[src/rtl/surf_axil_master.sv]
// surf_axil_master: converts a simple command/response handshake into single
// AXI4-Lite transactions. Only one transaction is outstanding at a time.
// Bus statistics are kept in three counters.
module surf_axil_master #(
  parameter int C_S00_AXI_DATA_WIDTH = 32,
  parameter int C_S00_AXI_ADDR_WIDTH = 7
) (
  input  logic                                clk,
  input  logic                                rst,
  // command side
  input  logic                                cmd_valid,
  output logic                                cmd_ready,
  input  logic                                cmd_write,
  input  logic [C_S00_AXI_ADDR_WIDTH-1:0]     cmd_addr,
  input  logic [C_S00_AXI_DATA_WIDTH-1:0]     cmd_wdata,
  input  logic [C_S00_AXI_DATA_WIDTH/8-1:0]   cmd_wstrb,
  // response side
  output logic                                rsp_valid,
  input  logic                                rsp_ready,
  output logic                                rsp_write,
  output logic [C_S00_AXI_DATA_WIDTH-1:0]     rsp_rdata,
  output logic [1:0]                          rsp_resp,
  // AXI4-Lite master
  output logic [C_S00_AXI_ADDR_WIDTH-1:0]     s00_axi_awaddr,
  output logic [2:0]                          s00_axi_awprot,
  output logic                                s00_axi_awvalid,
  input  logic                                s00_axi_awready,
  output logic [C_S00_AXI_DATA_WIDTH-1:0]     s00_axi_wdata,
  output logic [C_S00_AXI_DATA_WIDTH/8-1:0]   s00_axi_wstrb,
  output logic                                s00_axi_wvalid,
  input  logic                                s00_axi_wready,
  input  logic [1:0]                          s00_axi_bresp,
  input  logic                                s00_axi_bvalid,
  output logic                                s00_axi_bready,
  output logic [C_S00_AXI_ADDR_WIDTH-1:0]     s00_axi_araddr,
  output logic [2:0]                          s00_axi_arprot,
  output logic                                s00_axi_arvalid,
  input  logic                                s00_axi_arready,
  input  logic [C_S00_AXI_DATA_WIDTH-1:0]     s00_axi_rdata,
  input  logic [1:0]                          s00_axi_rresp,
  input  logic                                s00_axi_rvalid,
  output logic                                s00_axi_rready,
  // statistics
  output logic [15:0]                         wr_count,
  output logic [15:0]                         rd_count,
  output logic [15:0]                         err_count
);

  localparam int AW = C_S00_AXI_ADDR_WIDTH;
  localparam int DW = C_S00_AXI_DATA_WIDTH;

  localparam logic [2:0] IDLE    = 3'd0;
  localparam logic [2:0] WR_AW_W = 3'd1;
  localparam logic [2:0] WR_B    = 3'd2;
  localparam logic [2:0] RD_AR   = 3'd3;
  localparam logic [2:0] RD_R    = 3'd4;
  localparam logic [2:0] RSP     = 3'd5;

  logic [2:0]      state_q,     state_d;
  logic [AW-1:0]   addr_q,      addr_d;
  logic [DW-1:0]   wData_q,     wData_d;
  logic [DW/8-1:0] wStrb_q,     wStrb_d;
  logic            awValid_q,   awValid_d;
  logic            wValid_q,    wValid_d;
  logic            arValid_q,   arValid_d;
  logic            bReady_q,    bReady_d;
  logic            rReady_q,    rReady_d;
  logic            rspWrite_q,  rspWrite_d;
  logic [DW-1:0]   rspRdata_q,  rspRdata_d;
  logic [1:0]      rspResp_q,   rspResp_d;
  logic [15:0]     wrCount_q,   wrCount_d;
  logic [15:0]     rdCount_q,   rdCount_d;
  logic [15:0]     errCount_q,  errCount_d;

  logic awDone;
  logic wDone;

  // Next-state logic: sequences one AXI-Lite transaction per accepted command
  always_comb begin
    state_d    = state_q;
    addr_d     = addr_q;
    wData_d    = wData_q;
    wStrb_d    = wStrb_q;
    awValid_d  = awValid_q;
    wValid_d   = wValid_q;
    arValid_d  = arValid_q;
    bReady_d   = bReady_q;
    rReady_d   = rReady_q;
    rspWrite_d = rspWrite_q;
    rspRdata_d = rspRdata_q;
    rspResp_d  = rspResp_q;
    wrCount_d  = wrCount_q;
    rdCount_d  = rdCount_q;
    errCount_d = errCount_q;
    awDone     = !awValid_q || s00_axi_awready;
    wDone      = !wValid_q || s00_axi_wready;

    case (state_q)
      IDLE: begin
        if (cmd_valid) begin
          addr_d  = {cmd_addr[AW-1:2], 2'b00};
          wData_d = cmd_wdata;
          wStrb_d = cmd_wstrb;
          if (cmd_write) begin
            state_d   = WR_AW_W;
            awValid_d = 1'b1;
            wValid_d  = 1'b1;
          end else begin
            state_d   = RD_AR;
            arValid_d = 1'b1;
          end
        end
      end
      WR_AW_W: begin
        if (s00_axi_awready) awValid_d = 1'b0;
        if (s00_axi_wready)  wValid_d  = 1'b0;
        if (awDone && wDone) begin
          state_d  = WR_B;
          bReady_d = 1'b1;
        end
      end
      WR_B: begin
        if (s00_axi_bvalid) begin
          state_d    = RSP;
          bReady_d   = 1'b0;
          rspWrite_d = 1'b1;
          rspRdata_d = '0;
          rspResp_d  = s00_axi_bresp;
          wrCount_d  = wrCount_q + 16'd1;
          if (s00_axi_bresp != 2'b00 && errCount_q != 16'hFFFF)
            errCount_d = errCount_q + 16'd1;
        end
      end
      RD_AR: begin
        if (s00_axi_arready) begin
          state_d   = RD_R;
          arValid_d = 1'b0;
          rReady_d  = 1'b1;
        end
      end
      RD_R: begin
        if (s00_axi_rvalid) begin
          state_d    = RSP;
          rReady_d   = 1'b0;
          rspWrite_d = 1'b0;
          rspRdata_d = s00_axi_rdata;
          rspResp_d  = s00_axi_rresp;
          rdCount_d  = rdCount_q + 16'd1;
          if (s00_axi_rresp != 2'b00 && errCount_q != 16'hFFFF)
            errCount_d = errCount_q + 16'd1;
        end
      end
      RSP: begin
        if (rsp_ready) state_d = IDLE;
      end
      default: state_d = IDLE;
    endcase
  end

  // State registers with synchronous reset that also aborts any transaction
  always_ff @(posedge clk) begin
    if (rst) begin
      state_q    <= IDLE;
      addr_q     <= '0;
      wData_q    <= '0;
      wStrb_q    <= '0;
      awValid_q  <= 1'b0;
      wValid_q   <= 1'b0;
      arValid_q  <= 1'b0;
      bReady_q   <= 1'b0;
      rReady_q   <= 1'b0;
      rspWrite_q <= 1'b0;
      rspRdata_q <= '0;
      rspResp_q  <= 2'b00;
      wrCount_q  <= '0;
      rdCount_q  <= '0;
      errCount_q <= '0;
    end else begin
      state_q    <= state_d;
      addr_q     <= addr_d;
      wData_q    <= wData_d;
      wStrb_q    <= wStrb_d;
      awValid_q  <= awValid_d;
      wValid_q   <= wValid_d;
      arValid_q  <= arValid_d;
      bReady_q   <= bReady_d;
      rReady_q   <= rReady_d;
      rspWrite_q <= rspWrite_d;
      rspRdata_q <= rspRdata_d;
      rspResp_q  <= rspResp_d;
      wrCount_q  <= wrCount_d;
      rdCount_q  <= rdCount_d;
      errCount_q <= errCount_d;
    end
  end

  assign cmd_ready       = (state_q == IDLE);
  assign rsp_valid       = (state_q == RSP);
  assign rsp_write       = rspWrite_q;
  assign rsp_rdata       = rspRdata_q;
  assign rsp_resp        = rspResp_q;

  assign s00_axi_awaddr  = addr_q;
  assign s00_axi_awprot  = 3'b000;
  assign s00_axi_awvalid = awValid_q;
  assign s00_axi_wdata   = wData_q;
  assign s00_axi_wstrb   = wStrb_q;
  assign s00_axi_wvalid  = wValid_q;
  assign s00_axi_bready  = bReady_q;
  assign s00_axi_araddr  = addr_q;
  assign s00_axi_arprot  = 3'b000;
  assign s00_axi_arvalid = arValid_q;
  assign s00_axi_rready  = rReady_q;

  assign wr_count        = wrCount_q;
  assign rd_count        = rdCount_q;
  assign err_count       = errCount_q;

endmodule

[config.mk]
export PLATFORM = sky130hd
export DESIGN_NAME = surf_axil_master
export DESIGN_NICKNAME = d
export VERILOG_FILES = /design/src/rtl/surf_axil_master.sv
export SDC_FILE = /design/constraint.sdc
export NUM_CORES = 1
export LEC_CHECK = 0
export CORE_UTILIZATION = 44
export CTS_BUF_LIST = sky130_fd_sc_hd__clkbuf_8
export CTS_CLUSTER_SIZE = 30
export DETAILED_ROUTE_END_ITERATION = 8
export PLACE_DENSITY = 0.83
export SETUP_SLACK_MARGIN = 0.05
export SLEW_MARGIN = 10
export SYNTH_ARGS = -nofsm -noshare
export SYNTH_HDL_FRONTEND = slang
export SYNTH_SLANG_ARGS = --single-unit
[constraint.sdc]
create_clock -name clk -period 2.2 [get_ports clk]
set_input_delay 0.33 -clock clk [delete_from_list [all_inputs] [get_ports clk]]
set_output_delay 0.33 -clock clk [all_outputs]
set_load 0.02 [all_outputs]
==> impl_metrics.xml, run 1 <==
<?xml version="1.0" encoding="UTF-8"?>
<metrics>
  <group name="clocking">
    <metric name="clock_tree.htree_level_count" unit="">4</metric>
    <metric name="cts_root_buf" unit="">clkbuf_8</metric>
    <metric name="cts_buffer_depth" unit="">2</metric>
    <metric name="clkTransAtPathRegs" unit="ps">70</metric>
    <metric name="post_cts_hold_buffer_count" unit="">0</metric>
    <metric name="insertion_delay" unit="ps">450</metric>
    <metric name="clock_tree_from_tritoncts" unit="">built</metric>
    <metric name="cts_buffers" unit="">17</metric>
    <metric name="cts.sink_count" unit="">132</metric>
    <metric name="cts_setup_buffers" unit="">0</metric>
  </group>
  <group name="grt">
    <metric name="vias_in_the_first_global_route" unit="">5040</metric>
    <metric name="grt_max_degree" unit="">62</metric>
    <metric name="antenna_found_initial" unit="">0</metric>
    <metric name="global_route.usage.total" unit="%">23.8</metric>
    <metric name="grt_remaining_overflow" unit="">0</metric>
    <metric name="global_route_wire_length_before_repair" unit="mm">23.6</metric>
  </group>
  <group name="placement">
    <metric name="detailed_placement_hpwl" unit="mm">10.2</metric>
    <metric name="dpl_cells" unit="">1008</metric>
    <metric name="place_congestion" unit="">0.776</metric>
    <metric name="place_ws" unit="ps">-210</metric>
    <metric name="placement.io_buffers" unit="">222</metric>
  </group>
  <group name="layout">
    <metric name="post_route_cells_drive_above_1_share" unit="%">8.50</metric>
    <metric name="final_nets" unit="">973</metric>
    <metric name="flow.area_growth_from_synthesis" unit="%">52.8</metric>
    <metric name="n_antenna_cell" unit="">0</metric>
    <metric name="final_cell_count_no_fill" unit="">1041</metric>
  </group>
  <group name="yosys">
    <metric name="yosys.area_share.xor_xnor" unit="%">4.07</metric>
    <metric name="synth-compound-area-share" unit="%">13.5</metric>
    <metric name="synth_area" unit="sq mm">0.00538</metric>
    <metric name="yosys-top-cells-count" unit="">142 x nand2_1, 132 x dfxtp_1, 102 x a21oi_1</metric>
    <metric name="syn-instance-count" unit="">660</metric>
    <metric name="synth_largest_area_cell" unit="">dfxtp_1</metric>
    <metric name="synth_most_common_cell" unit="">nand2_1</metric>
    <metric name="largest_family_of_logic_cells_by_synthesized_area" unit="">simple AND/OR/NAND/NOR gates</metric>
    <metric name="most_used_dff_post_synth" unit="">dfxtp_1</metric>
    <metric name="synth.area.mux_share" unit="%">1.53</metric>
    <metric name="share_of_flip_flops_with_an_asynchronous_set_or_reset_after_synthesis" unit="%">0</metric>
    <metric name="ys_ff_latch" unit="">132</metric>
    <metric name="per_instance_average_area_after_synthesis" unit="sq um">8.15</metric>
    <metric name="number_of_unique_standard_cell_types_used_by_synthesis" unit="">41</metric>
    <metric name="post_synth_and_or_nand_nor_area_fraction" unit="%">25.2</metric>
    <metric name="yosys_warnings" unit="">0</metric>
    <metric name="synth_largest_type_area_fraction" unit="%">49.1</metric>
    <metric name="synth_sequential_area_ratio" unit="%">49.1</metric>
    <metric name="yosys-top-cells-area" unit="">dfxtp_1 49%, nand2_1 9.9%, a21oi_1 9.5%</metric>
    <metric name="number_of_flops_mapped_to_enable_cells_by_yosys" unit="">0</metric>
    <metric name="synthAdderAreaFrac" unit="%">0.698</metric>
  </group>
  <group name="timing">
    <metric name="finalWorstPathRequiredPeriod" unit="ps">2040</metric>
    <metric name="worst-slew-pin-transition" unit="ps">654</metric>
    <metric name="fin_worst_skew" unit="ps">14.2</metric>
    <metric name="final_min_period_over_clock_period" unit="%">92.5</metric>
    <metric name="postLayoutSetupSlackWorst" unit="ps">164</metric>
    <metric name="finalHoldViolCount" unit="">0</metric>
    <metric name="finalSetupViolCount" unit="">0</metric>
    <metric name="slew_violations" unit="">0</metric>
    <metric name="maxSlewHeadroom" unit="%">56.4</metric>
    <metric name="rsz0062_at_grt" unit="">yes</metric>
    <metric name="achievable-frequency" unit="MHz">491</metric>
  </group>
  <group name="routing">
    <metric name="routed_via_density" unit="">5.12</metric>
    <metric name="remaining_drc_errors" unit="">0</metric>
    <metric name="route.antenna.remaining_nets" unit="">0</metric>
    <metric name="vias" unit="">5335</metric>
    <metric name="routedWlPerCell" unit="um">14.1</metric>
    <metric name="detail_route.iter0.violations" unit="">377</metric>
    <metric name="detail_route.wirelength" unit="mm">14.7</metric>
    <metric name="first_pass_iters" unit="">4</metric>
  </group>
  <group name="floorplan">
    <metric name="start_util" unit="%">45.0</metric>
    <metric name="fp.dieArea" unit="sq mm">0.0127</metric>
    <metric name="core_area" unit="sq mm">0.0120</metric>
    <metric name="core.rowCount" unit="">40</metric>
    <metric name="die_width" unit="um">113</metric>
    <metric name="pin_count" unit="">235</metric>
    <metric name="dieHeight" unit="um">113</metric>
  </group>
  <group name="power">
    <metric name="p_leak" unit="nW">2.91</metric>
    <metric name="power_frac_seq" unit="%">39.2</metric>
    <metric name="irDropWorstVdd" unit="uV">652</metric>
    <metric name="pint" unit="mW">4.75</metric>
    <metric name="clock_power_share" unit="%">29.1</metric>
    <metric name="powerDensity" unit="mW/mm^2">872</metric>
    <metric name="combPwrFrac" unit="%">31.8</metric>
    <metric name="p_sw_share" unit="%">33.7</metric>
    <metric name="total_switching_power" unit="mW">2.41</metric>
  </group>
  <group name="worst_setup_path">
    <metric name="cp.required" unit="ps">2580</metric>
    <metric name="worst-endpoint-arrival" unit="ps">2410</metric>
    <metric name="setup.worst_path.class" unit="">register to register</metric>
    <metric name="critPathMaxFanout" unit="">6</metric>
    <metric name="type_of_element_capturing_the_critical_path" unit="">register</metric>
    <metric name="critical_path.startpoint_type" unit="">register</metric>
  </group>
  <group name="outcome">
    <metric name="run_status" unit="">completed</metric>
  </group>
  <group name="worst_hold_path">
    <metric name="min_path_type" unit="">input port to register</metric>
  </group>
  <group name="flow_run">
    <metric name="max-cap-violations" unit="">0</metric>
  </group>
</metrics>
## area by class of cell
type / count / area, sq um
clock inverters: 14 / 161
inverters: 7 / 26.3
clock buffers: 18 / 248
well taps: 147 / 184
repair buffers: 250 / 2450
flip-flops and latches: 132 / 2650
fillers: 992 / 3740
multi-input cells: 473 / 2510
## per-stage QoR
| step | util [%] | total power [mW] | hold WS (ps) | TNS (ps) | area (sq um) |
|---|---|---|---|---|---|
| 4_1_cts | 68.6 | 7.22 | 368 | 0 | 8200 |
| 3_5_place_dp | 65.0 | 5.11 | 444 | -1860 | 7770 |
| 3_3_place_gp | 65.0 | 5.09 | 438 | -1300 | 7770 |
| 5_1_grt | 68.7 | 7.57 | 399 | 0 | 8220 |
| 2_1_floorplan | - | 4.14 | 445 | 0 | 5410 |
| 6_report | 68.7 | 7.17 | 372 | 0 | 8220 |
## critical path: stages (launching register included)
cell,delay [ps]
dfxtp_1,320
ha_1,230
and3_4,200
nand3_2,110
o311ai_2,150
a21o_2,270
buf_4,160
or4_1,410
a21oi_2,120
## logic make-up after synthesis
group,count (synthesis)
muxes,7
xor gates and xnor gates,25
buffers and inverters,65
DFF,132
AOI/OAI and AO/OA,135
and+or+nand+nor,292
other,1
adders and majority gates,3
## worst paths after layout
path / startpoint / endpoint / slack, ps / cells after the start
worst max-delay path: err_count[0] / err_count[6] / 160 / 8
worst min-delay path: rst / wr_count[3] / 370 / 2
worst max register to register: err_count[0] / err_count[6] / 160 / 8
worst min register to register: rsp_rdata[11] / rsp_rdata[11] / 450 / 2
## metal layers
metal | vias up | track usage (%) | share of wire, % | routed length [um]
met5 | - | 0 | 0 | 0
met4 | 0 | 15.1 | 3.0 | 446
met1 | 2443 | 26.6 | 41 | 6000
met2 | 186 | 38.5 | 48 | 7140
met3 | 37 | 8.64 | 7.7 | 1140
li1 | 2669 | - | - | -
## cell usage in the layout (no fill, tap or decap), types with 10 or more instances in the layout
master,synthesis,layout
buf_4,17,27
nor2_1,39,39
nand3_1,54,53
xor2_1,18,18
conb_1,1,10
o21ai_0,16,16
dfxtp_1,132,130
clkdlybuf4s50_1,0,219
clkbuf_8,0,18
a21oi_1,102,101
nand2_1,142,142
or3_1,16,16
## sequential cells by signal (all words and copies together) (netlist names)
name	cells
s00_axi_wvalid	1
s00_axi_wstrb	4
err_count	16
s00_axi_araddr	5
s00_axi_arvalid	1
s00_axi_wdata	32
state_q	3
rsp_rdata	32
s00_axi_awvalid	1
wr_count	16
s00_axi_bready	1
rsp_resp	2
rd_count	16
s00_axi_rready	1
rsp_write	1
## what timing repair did
| item | CTS | global route |
|---|---|---|
| cloned | 1 | 0 |
| resized for setup | 6 | 5 |
| pin swaps | 0 | 2 |
| endpoints found under the setup margin | 9 | 6 |
## power groups by stage
stage	sequential [mW]	clock [mW]	combinational, mW
floorplan	3.08	0	1.05
global placement	2.84	0	2.24
detailed placement	2.85	0	2.26
CTS	2.80	2.14	2.28
global route	2.84	2.25	2.48
finish	2.81	2.08	2.28
Note: power is estimated with default switching activity, not from simulation.
==> run 2: changes to the inputs <==
PLACE_DENSITY = unset   (was 0.83)
PLACE_DENSITY_LB_ADDON = 0.25   (was unset)
==> run 2 against run 1 <==
- cell count fell by 0.48%
- utilization fell by 0.77 points
- count of clock-buffer cells in the layout rose by 3
- wire length rose by 2.9%
- sequential share of layout area rose by 0.35 points
- non-clock buffer count fell by 2
- register-to-register slack barely moved
==> impl_metrics.xml, run 2 (synthesis results as in run 1) <==
<?xml version="1.0" encoding="UTF-8"?>
<metrics>
  <group name="worst_setup_path">
    <metric name="critPathMaxFanout" unit="">7</metric>
    <metric name="setup.worst_path.class" unit="">register to register</metric>
    <metric name="worst-endpoint-arrival" unit="ps">2400</metric>
    <metric name="cp.required" unit="ps">2570</metric>
    <metric name="critical_path.startpoint_type" unit="">register</metric>
    <metric name="type_of_element_capturing_the_critical_path" unit="">register</metric>
    <metric name="rrSetupSlack" unit="ps">170</metric>
  </group>
  <group name="timing">
    <metric name="tns" unit="ps">0</metric>
    <metric name="achievable-frequency" unit="MHz">493</metric>
    <metric name="final_min_period_over_clock_period" unit="%">92.2</metric>
    <metric name="finalHoldViolCount" unit="">0</metric>
    <metric name="worst-slew-pin-transition" unit="ps">651</metric>
    <metric name="maxSlewHeadroom" unit="%">56.6</metric>
    <metric name="finalWorstPathRequiredPeriod" unit="ps">2030</metric>
    <metric name="finalSetupViolCount" unit="">0</metric>
    <metric name="tightest_hold_margin" unit="ps">397</metric>
    <metric name="slew_violations" unit="">0</metric>
    <metric name="fin_worst_skew" unit="ps">6.63</metric>
    <metric name="rsz0062_at_grt" unit="">yes</metric>
  </group>
  <group name="grt">
    <metric name="global_route_wire_length_before_repair" unit="mm">24.1</metric>
    <metric name="vias_in_the_first_global_route" unit="">5071</metric>
    <metric name="grt_max_degree" unit="">61</metric>
    <metric name="grt_remaining_overflow" unit="">0</metric>
    <metric name="antenna_found_initial" unit="">0</metric>
    <metric name="global_route.usage.total" unit="%">23.9</metric>
  </group>
  <group name="routing">
    <metric name="met2_wirelength" unit="mm">7.44</metric>
    <metric name="route.antenna.remaining_nets" unit="">0</metric>
    <metric name="detail_route.iter0.violations" unit="">463</metric>
    <metric name="top_layer" unit="">met4</metric>
    <metric name="routedWlPerCell" unit="um">14.6</metric>
    <metric name="routed_via_density" unit="">5.23</metric>
    <metric name="vias" unit="">5423</metric>
    <metric name="first_pass_iters" unit="">4</metric>
    <metric name="detail_route.wirelength" unit="mm">15.1</metric>
    <metric name="dr_wl_met3" unit="mm">1.13</metric>
    <metric name="wl_met1" unit="mm">6.17</metric>
    <metric name="remaining_drc_errors" unit="">0</metric>
  </group>
  <group name="power">
    <metric name="pint" unit="mW">4.61</metric>
    <metric name="power_frac_seq" unit="%">40.6</metric>
    <metric name="total_switching_power" unit="mW">2.33</metric>
    <metric name="irDropWorstVdd" unit="uV">516</metric>
    <metric name="clock_power_share" unit="%">26.5</metric>
    <metric name="combPwrFrac" unit="%">32.9</metric>
    <metric name="p_leak" unit="nW">2.91</metric>
    <metric name="p_sw_share" unit="%">33.6</metric>
    <metric name="powerDensity" unit="mW/mm^2">853</metric>
  </group>
  <group name="clocking">
    <metric name="cts_buffer_depth" unit="">2</metric>
    <metric name="cts_root_buf" unit="">clkbuf_8</metric>
    <metric name="clock_tree.htree_level_count" unit="">4</metric>
    <metric name="cts_setup_buffers" unit="">0</metric>
    <metric name="cts_buffers" unit="">17</metric>
    <metric name="cts.sink_count" unit="">132</metric>
    <metric name="clock_tree_from_tritoncts" unit="">built</metric>
    <metric name="post_cts_hold_buffer_count" unit="">0</metric>
    <metric name="insertion_delay" unit="ps">440</metric>
    <metric name="clkTransAtPathRegs" unit="ps">70</metric>
  </group>
  <group name="floorplan">
    <metric name="dieHeight" unit="um">113</metric>
    <metric name="fp.dieArea" unit="sq mm">0.0127</metric>
    <metric name="die_width" unit="um">113</metric>
    <metric name="pin_count" unit="">235</metric>
    <metric name="core.rowCount" unit="">40</metric>
    <metric name="core_area" unit="sq mm">0.0120</metric>
    <metric name="start_util" unit="%">45.0</metric>
  </group>
  <group name="worst_hold_path">
    <metric name="min_path_type" unit="">input port to register</metric>
  </group>
  <group name="outcome">
    <metric name="run_status" unit="">completed</metric>
  </group>
  <group name="layout">
    <metric name="final_nets" unit="">970</metric>
    <metric name="multiInputGateArea" unit="sq mm">0.00247</metric>
    <metric name="fillerInstances" unit="">1004</metric>
    <metric name="area.sequential" unit="sq mm">0.00264</metric>
    <metric name="mostFrequentLayoutCells" unit="">219 x clkdlybuf4s50_1, 142 x nand2_1, 131 x dfxtp_1</metric>
    <metric name="flow.area_growth_from_synthesis" unit="%">51.1</metric>
    <metric name="post_route_cells_drive_above_1_share" unit="%">6.97</metric>
    <metric name="layout_commonest_cell" unit="">clkdlybuf4s50_1</metric>
    <metric name="n_antenna_cell" unit="">0</metric>
  </group>
  <group name="flow_run">
    <metric name="max-cap-violations" unit="">0</metric>
  </group>
  <group name="placement">
    <metric name="placement.io_buffers" unit="">222</metric>
    <metric name="place_congestion" unit="">0.776</metric>
    <metric name="detailed_placement_hpwl" unit="mm">10.8</metric>
  </group>
</metrics>
[run 2: timing repair]
item                       in CTS  in global routing
pin swaps                       0                  1
setup endpoints to repair       2                  7
gates resized for setup         3                  2
[run 2: power groups by stage]
stage | combinational, mW | sequential [mW] | clock, mW
floorplan | 1.05 | 3.08 | 0
global placement | 2.24 | 2.84 | 0
detailed placement | 2.28 | 2.86 | 0
CTS | 2.28 | 2.82 | 1.89
global route | 2.45 | 2.85 | 2.01
finish | 2.28 | 2.82 | 1.84
[run 2: cell type report]
cell class | instances | area share (%)
Clock inverter | 9 | 0.800
Timing Repair Buffer | 248 | 30.1
Inverter | 7 | 0.323
Clock buffer | 21 | 3.55
Sequential cell | 132 | 32.5
Tap cell | 147 | 2.26
Multi-Input combinational cell | 472 | 30.4
[run 2: worst paths after layout]
kind | startpoint | endpoint | cells past startpoint
setup / recovery | err_count[0] | err_count[15] | 7
hold / removal | rst | wr_count[2] | 2
setup reg to reg | err_count[0] | err_count[15] | 7
hold reg to reg | rsp_rdata[7] | rsp_rdata[7] | 2
[run 2: critical path, cell delays in order, from the launching register on]
cell	delay, ps
dfxtp_1	320
ha_1	220
and3_1	220
nand3_1	120
o22ai_1	120
a21o_2	290
or4_1	530
a21oi_1	150
[run 2: stage by stage]
stage | power [mW] | cells | utilization [%] | instance area (sq um) | setup slack [ps]
final | 6.94 | 1036 | 68.0 | 8130 | 171
after global routing | 7.31 | 1036 | 68.0 | 8130 | 35.0
after CTS | 6.98 | 1036 | 67.9 | 8120 | 97.3
after detailed placement | 5.14 | 1006 | 65.0 | 7770 | -176
after global placement | 5.09 | 1006 | 65.0 | 7770 | -120
after floorplan | 4.14 | 669 | - | 5410 | 102
[run 2: layer usage]
metal / vias up / track usage [%]
met5: - / 0
met4: 0 / 11.4
met3: 31 / 8.15
met2: 204 / 41.3
met1: 2530 / 26.4
li1: 2658 / -
==> patch: new RTL, flow settings as in run 1 <==
Take the reset off `wData_q` and load it in a clocked block of its own.
--- a/src/rtl/surf_axil_master.sv
+++ b/src/rtl/surf_axil_master.sv
@@ -162,7 +162,6 @@
     if (rst) begin
       state_q    <= IDLE;
       addr_q     <= '0;
-      wData_q    <= '0;
       wStrb_q    <= '0;
       awValid_q  <= 1'b0;
       wValid_q   <= 1'b0;
@@ -178,7 +177,6 @@
     end else begin
       state_q    <= state_d;
       addr_q     <= addr_d;
-      wData_q    <= wData_d;
       wStrb_q    <= wStrb_d;
       awValid_q  <= awValid_d;
       wValid_q   <= wValid_d;
@@ -194,6 +192,10 @@
     end
   end
 
+  always_ff @(posedge clk) begin
+    wData_q <= wData_d;
+  end
+
   assign cmd_ready       = (state_q == IDLE);
   assign rsp_valid       = (state_q == RSP);
   assign rsp_write       = rspWrite_q;
Formal check against the unedited RTL: not equivalent (Yosys sat finds a counterexample within 4 cycles, from zero or initial values and one cycle with rst high).
==> patch against run 1 <==
Routed wire length rose by 5.6%. Setup slack better by 0.028 ns. Sequential share of layout area rose by 3.8 points. Area after synthesis about the same. Design area up 0.23%. Sequential cell count unchanged. Power increased by 1.3%. Die area barely moved. Non-clock buffer count increased by 1. Critical path type unchanged.
==> patch: results (changes against run 1) <==
Placed design:
- The weighted congestion at the end of routability-driven global placement is 0.835 (+7.6%).
- The instance area after placement is 7840 um2 (+0.80%).
- The HPWL after detailed placement is 11,500 um (+12%).
- The number of placed instances with taps included came to 929 (-7.8%).

Timing:
- The worst clock skew is 0.00697 ns (-0.00719 ns).
- The relative slew slack is 64.7% (+8.2 points).

GRT:
- The via count of the first global-routing pass is 4,726 (-6.2%).
- The global route total overflow is 0 (unchanged).
- The global-route total usage across every layer is 24.5% (+0.66 points).
- The pin count of the biggest net entering global routing is 50 (-19%).
- The number of antenna violations at the first check in global routing is 1 (+1).

Synth:
- By area the synthesized netlist is led by dfxtp_1 (37%), edfxtp_1 (18%), a21oi_1 (6.0%).
- The per-instance average area after synthesis came to 9.47 um2 (+16%).
- The share of flip-flops with an asynchronous set or reset is 0% (unchanged).
- The post-synthesis sequential area ratio is 55.1% (+5.9 points).
- The top-area cell type share of the netlist area is 37.2% (-12 points).
- By count the netlist is led by dfxtp_1 (100), nand2_1 (77), a21oi_1 (65).
- The count of different cell masters after synthesis is 50 (+22%).
- The number of flops mapped to enable cells by yosys is 32 (+32).

Route:
- The total length of routed met3 wires was 990 um (-13%).
- The detailed-routing iteration count for the pre-antenna-repair pass is 5 (+1).
- The met2 layer wire length in the routed design is 8030 um (+12%).
- The routed metal-1 wire length is 5930 um (-1.2%).
- The number of violations reported at the end of detailed-routing iteration 0 came to 355 (-5.8%).
- The post-detailed-route wirelength per cell is 16.2 um (+14%).
- The total number of vias is 5,129 (-3.9%).
- The via density per instance was 5.33 (+4.0%).

Layout:
- The proportion of layout cells with a drive suffix above 1 is 9.21% (+0.71 points).
- The number of nets in the finished design is 893 (-8.2%).

Critical path:
- The largest individual stage delay along the critical path comes from the cell mux2_2.
- The arrival time of the worst setup path is 2.33 ns (-0.08 ns).
- The worst register-to-register path ends at err_count[5].
- The largest stage delay on the critical path is 0.37 ns (-0.04 ns).
- The highest net fanout along the worst path is 27 (+21).
- The worst-case register-to-register setup slack is 0.19 ns (+0.03 ns).

Pwr:
- The switching share of power is 31.4% (-2.2 points).
- The relative contribution of the clock network to total power came to 28.1% (-1.0 points).
- The total leakage power is 2.89 nW (-0.76%).
- The combinational power share is 31.0% (-0.8 points).
- The worst voltage drop across the vdd grid is 0.459 mV (-30%).

Clock network:
- The number of gates resized after CTS is 2 (-4).
- The insertion delay of the later-clocked pin in the worst-skew pair was 0.43 ns (-0.02 ns).

Status:
- The run finished with clean final reports.

Worst hold path:
- The end point of the most critical hold path is state_q[1].
[patch: kinds of logic (layout without fill, tap and decap cells)]
group	count (synthesis)	after routing	synth area share (%)
buffers and inverters	54	291	5.42
other	1	11	0.0697
AND/OR/NAND/NOR	246	246	22.7
flip-flops	132	132	55.1
AO/OA/AOI/OAI	102	102	11.0
multiplexers	6	6	1.23
XOR/XNOR	24	24	3.91
adder cells (fa/ha/maj)	3	3	0.698
[patch: layer usage]
metal  global-route usage [%]  vias up
met5                        0        -
met4                     13.5        0
met3                     7.07       48
met2                     42.9      211
met1                     26.5     2412
li1                         -     2458
[patch: worst max path at each step]
| stage | end | slack, ns | cells past startpoint |
|---|---|---|---|
| 3_5_place_dp | err_count[14] | -0.11 | 7 |
| 5_1_grt | rd_count[12] | 0.06 | 6 |
| 2_1_floorplan | err_count[5] | 0.20 | 7 |
| 6_report | err_count[5] | 0.19 | 8 |
| 4_1_cts | err_count[11] | 0.18 | 8 |
| 3_3_place_gp | err_count[15] | -0.003 | 7 |
[patch: stage by stage]
stage,TNS [ns],hold WS (ns),util [%],power [W],worst slack (ns)
5_1_grt,0,0.350,68.9,0.00760,0.0595
4_1_cts,0,0.322,68.9,0.00731,0.176
6_report,0,0.348,68.9,0.00726,0.191
3_5_place_dp,-0.376,0.443,65.5,0.00528,-0.115
3_3_place_gp,-0.00634,0.438,65.5,0.00522,-0.00337
2_1_floorplan,0,0.429,-,0.00420,0.200
[patch: area by class of cell]
class / count / area, um2
Fill cell: 904 / 3720
Sequential cell: 132 / 2960
Timing Repair Buffer: 251 / 2480
Multi-Input combinational cell: 391 / 2170
Clock buffer: 23 / 317
Tap cell: 147 / 184
Clock inverter: 9 / 88.8
Inverter: 8 / 31.3
Antenna cell: 1 / 2.50
